[src/rtl/acs_unit.sv]
// Viterbi add-compare-select stage: one trellis step per valid cycle, with
// per-state survivor decisions, MSB metric normalization and best-state search.

module acs_node #(
    parameter int M = 8,
    parameter int R = 2
) (
    input  logic [M-1:0] pm0,
    input  logic [M-1:0] pm1,
    input  logic [R-1:0] d0,
    input  logic [R-1:0] d1,
    output logic [M-1:0] sel,
    output logic         dec
);
    logic [M:0]   s0, s1;
    logic [M-1:0] c0, c1;

    always_comb begin
        s0  = {1'b0, pm0} + {{(M+1-R){1'b0}}, d0};
        s1  = {1'b0, pm1} + {{(M+1-R){1'b0}}, d1};
        c0  = s0[M] ? '1 : s0[M-1:0];
        c1  = s1[M] ? '1 : s1[M-1:0];
        // strict compare: a tie keeps the b=0 predecessor
        dec = (c1 < c0);
        sel = dec ? c1 : c0;
    end
endmodule

module acs_unit #(
    parameter int r       = 2,
    parameter int K       = 3,
    parameter int M       = 8,
    parameter int PM_INIT = 16,
    localparam int N      = 1 << (K-1)
) (
    input  logic             clk,
    input  logic             rst,
    input  logic             in_valid,
    input  logic             start,
    input  logic [2*N*r-1:0] dis_in,
    output logic             dec_valid,
    output logic [N-1:0]     dec_out,
    output logic [N*M-1:0]   pm_out,
    output logic [K-2:0]     best_state,
    output logic             norm_evt
);
    logic [N-1:0][M-1:0]   pm_q, src, sel, nxt;
    logic [2*N-1:0][r-1:0] dis;
    logic [N-1:0]          dec;
    logic                  norm;
    logic [K-2:0]          best;
    logic [M-1:0]          bmin;
    logic [1:0]            vld_pipe;

    assign dis         = dis_in;
    assign vld_pipe[0] = in_valid;

    always_comb begin
        for (int s = 0; s < N; s++)
            src[s] = start ? ((s == 0) ? '0 : M'(PM_INIT)) : pm_q[s];
    end

    // predecessors of n are p = ((n<<1) & (N-1)) | b, input bit u = n[K-2]
    for (genvar n = 0; n < N; n++) begin : g_node
        localparam int U  = n >> (K-2);
        localparam int P0 = (n << 1) & (N-1);
        acs_node #(.M(M), .R(r)) u_node (
            .pm0 (src[P0]),
            .pm1 (src[P0+1]),
            .d0  (dis[2*P0+U]),
            .d1  (dis[2*(P0+1)+U]),
            .sel (sel[n]),
            .dec (dec[n])
        );
    end

    always_comb begin
        norm = 1'b1;
        for (int s = 0; s < N; s++)
            norm = norm & sel[s][M-1];
        for (int s = 0; s < N; s++) begin
            nxt[s] = sel[s];
            if (norm)
                nxt[s][M-1] = 1'b0;
        end
    end

    // lowest index wins ties because only a strictly smaller metric replaces it
    always_comb begin
        best = '0;
        bmin = nxt[0];
        for (int s = 1; s < N; s++) begin
            if (nxt[s] < bmin) begin
                bmin = nxt[s];
                best = (K-1)'(s);
            end
        end
    end

    always_ff @(posedge clk or negedge rst) begin
        if (!rst) begin
            vld_pipe[1] <= 1'b0;
            norm_evt    <= 1'b0;
            pm_q        <= '0;
            dec_out     <= '0;
            best_state  <= '0;
        end else begin
            vld_pipe[1] <= vld_pipe[0];
            norm_evt    <= vld_pipe[0] & norm;
            if (vld_pipe[0]) begin
                pm_q       <= nxt;
                dec_out    <= dec;
                best_state <= best;
            end
        end
    end

    assign dec_valid = vld_pipe[1];
    assign pm_out    = pm_q;
endmodule

[config.mk]
export PLATFORM = sky130hd
export DESIGN_NAME = acs_unit
export DESIGN_NICKNAME = d
export VERILOG_FILES = /design/src/rtl/acs_unit.sv
export SDC_FILE = /design/constraint.sdc
export NUM_CORES = 1
export LEC_CHECK = 0
export CORE_ASPECT_RATIO = 0.9
export CORE_MARGIN = 5
export CORE_UTILIZATION = 45
export DETAILED_ROUTE_END_ITERATION = 16
export PLACE_DENSITY = 0.67
export SYNTH_ARGS = -nofsm -noshare
export SYNTH_HDL_FRONTEND = slang
export SYNTH_SLANG_ARGS = --single-unit
[constraint.sdc]
create_clock -name clk -period 15.4 [get_ports clk]
set_input_delay 3.08 -clock clk [delete_from_list [all_inputs] [get_ports clk]]
set_output_delay 3.08 -clock clk [all_outputs]
set_load 0.02 [all_outputs]
==> results.md <==
- Clk slew on worst S/H paths: 0.07 ns
- DR pass1 iterations: 5
- Commonest non-fill, non-tap cell in the layout: nor2_1
- Ys flop type: dfrtp_1
- Synth Cell Area: 5190 um2
- Syn_area_per_cell: 7.88 um2
- Top-area cell type share of the netlist area: 0.193
- Setup TNS: 0 ns
- Post-synthesis sequential area ratio: 0.193
- Post-synth EDFFs: 0
- Area grow syn2layout: 16.2%
- CP peak stage delay: 0.84 ns
- Worst Tran Pin Value: 1.20 ns
- Met3 WL post-DR: 1220 um
- Setup slack, reg-to-reg: 5.46 ns
- Status: complete, no violations
- CP Max Fanout: 43
- Hold Path Class: reg2reg
- Initial Utilization: 0.456
- Core ar.: 11,400 um2
- Unique masters post-synth: 66
- RSZ-0062 raised after global routing: no
- Gp weighted congestion: 1.04
- Post-CTS setup buffers: 0
- Min Tclk post-route: 12.99 ns
- Via count: 5,118
- Largest net degree at the start of global routing: 45
- Ant diodes: 0
- Die width: 123 um
- Syn nets: 743
- Root Driver: clkbuf_16
- Worst Setup Start Kind: primary input
- Syn Inst Count: 659
- Antenna Nets Post-Route: 0
- CP Class: in2reg
- Top post-synthesis cells by area: dfrtp_1 19%, ha_1 15%, mux2_2 6.3%
- TritonCTS clock tree: done
- Vias per cell: 5.98
- Post-route clock period utilization: 0.844
- Final hold violations: 0
- Uppermost routed layer: met4
- Finish-stage setup viols: 0
- Slowest cell on the critical path: a31oi_1
- Worst skew pair latency: 0.29 ns
- # H-tree levels: 2
- Hold Path Depth: 2
- Die height: 112 um
- DIE AREA: 13,800 um2
- Drc violations: 0
- Cts hold-fix bufs: 0
- Overall routing resource usage: 0.229
- Ys async rst share: 1.00
- Most frequent cells in the layout: 87 x nor2_1, 64 x nand2_1, 64 x ha_1
- First-pass GRT wire length: 25,200 um
- Layout cells sized above 1: 0.0843
- Synth area leader: dfrtp_1
- M1 wire length: 7650 um
- Clock skew: 0.0101 ns
- #FFs+latches synth: 40
- Worst EP arrival: 13.22 ns
- Number of fill cells: 1,102
- Top-level I/O count: 60
- Global route overflow: 0
- Final hold slack: 0.491 ns
- # resized after CTS: 0
- Wire per inst: 18.6 um
- Max-cap violation count: 0
- CP dominant cell by count: ha_1
- Clock Tree Buf Depth: 2
- Worst R2R End: best_state[1]$_DFFE_PN0P_
- Met2 wire length: 6940 um
- Fin nets: 783
- Dpl hpwl: 12,500 um
- Rows: 37
- Vias in the first global route: 4,852
- Worst Hold Path EP: dec_out[1]$_DFFE_PN0P_
- Worst path required time: 15.63 ns
- R2R cell count: 38
- IO Port Bufs: 59
- Yosys warnings: 0
- Drt total wl: 15,900 um
- Relative slew slack: 0.199
- Hold_sp: dec_out[1]$_DFFE_PN0P_
- Number of max-slew violations in the final report: 0
- R2r startpoint: pm_out[1]$_DFFE_PN0P_
- TritonCTS Sinks: 40
- Worst setup EP type: flip-flop
- Initial antenna violation count: 0
- Max frequency: 77.0 MHz
- Initial DRC count: 414
- Number of CTS-inserted buffers: 5
-- area by class of cell --
cell class	instances	area (um2)	share of cell area
Clock buffer	5	125	0.0207
Clock inverter	3	46.3	0.00767
Inverter	33	124	0.0205
Multi-Input combinational cell	557	3940	0.653
Sequential cell	40	1000	0.166
Tap cell	156	195	0.0324
Timing Repair Buffer	62	603	0.100
-- stage by stage --
stage / setup slack, ns / cell area (um2) / utilization / instances
final: 2.41 / 6030 / 0.530 / 856
after global routing: 1.68 / 6030 / 0.530 / 856
after CTS: 2.49 / 6030 / 0.530 / 856
after detailed placement: 2.25 / 5860 / 0.515 / 848
after global placement: 2.57 / 5860 / 0.515 / 848
after floorplan: 4.12 / 5190 / - / 659
-- worst max-delay path, delay by kind of cell --
kind	cells	cell delay, ns
AO/OA/AOI/OAI	19	5.23
AND/OR/NAND/NOR	10	1.63
adder cells (fa/ha/maj)	5	1.40
buffers and inverters	3	0.96
multiplexers	2	0.76
XOR/XNOR	1	0.16
-- layer usage --
metal,up-vias,GRT usage
li1,2450,-
met1,2459,0.350
met2,194,0.346
met3,15,0.0345
met4,0,0.0317
met5,-,0
-- worst max-delay path by stage --
stage	from	end	slack, ns	depth (start not counted)
floorplan	start	best_state[0]$_DFFE_PN0P_	4.12	44
global placement	start	best_state[1]$_DFFE_PN0P_	2.57	41
detailed placement	start	best_state[0]$_DFFE_PN0P_	2.25	40
CTS	start	best_state[1]$_DFFE_PN0P_	2.49	40
global route	start	best_state[1]$_DFFE_PN0P_	1.68	40
finish	start	best_state[1]$_DFFE_PN0P_	2.41	40
-- Yosys cell counts (2+ instances only) --
master	number
nand3b_1	4
a31oi_1	6
o22ai_1	5
or3_1	5
dfrtp_1	40
nand2b_1	10
nor3_1	5
inv_1	33
o21a_1	6
and2_1	4
o2111a_1	3
and3_1	5
xnor2_1	19
nand2_1	64
o211a_1	3
o21ai_0	27
and4b_1	4
clkbuf_2	3
nor2b_1	17
nor3b_1	3
mux2_2	29
and3b_1	4
a21o_1	11
a211o_1	4
clkbuf_1	20
nand3_1	15
o41ai_1	3
nand4b_1	2
xor2_1	13
a21oi_1	59
o211ai_1	7
mux2i_1	17
maj3_1	8
nand4_1	8
ha_1	64
or2_2	8
buf_2	4
nor2_1	87
o22a_1	3
-- sequential cells by signal (all words and copies together) (netlist names) --
| register | count |
|---|---|
| dec_valid | 1 |
| dec_out | 4 |
| pm_out | 32 |
| best_state | 2 |
| norm_evt | 1 |
-- cell families (layout without fill, tap and decap cells) --
family | after synthesis | count (layout) | share of synthesized area
muxes | 47 | 47 | 0.100
buffers and inverters | 62 | 103 | 0.0487
adders and majority gates | 72 | 72 | 0.170
DFF | 40 | 40 | 0.193
xor gates and xnor gates | 32 | 32 | 0.0540
and+or+nand+nor | 252 | 252 | 0.238
AOI/OAI and AO/OA | 154 | 154 | 0.197
Power is left out: the tool's default activity adds up to more than one toggle a clock period on the data nets, which glitch-free logic cannot reach.
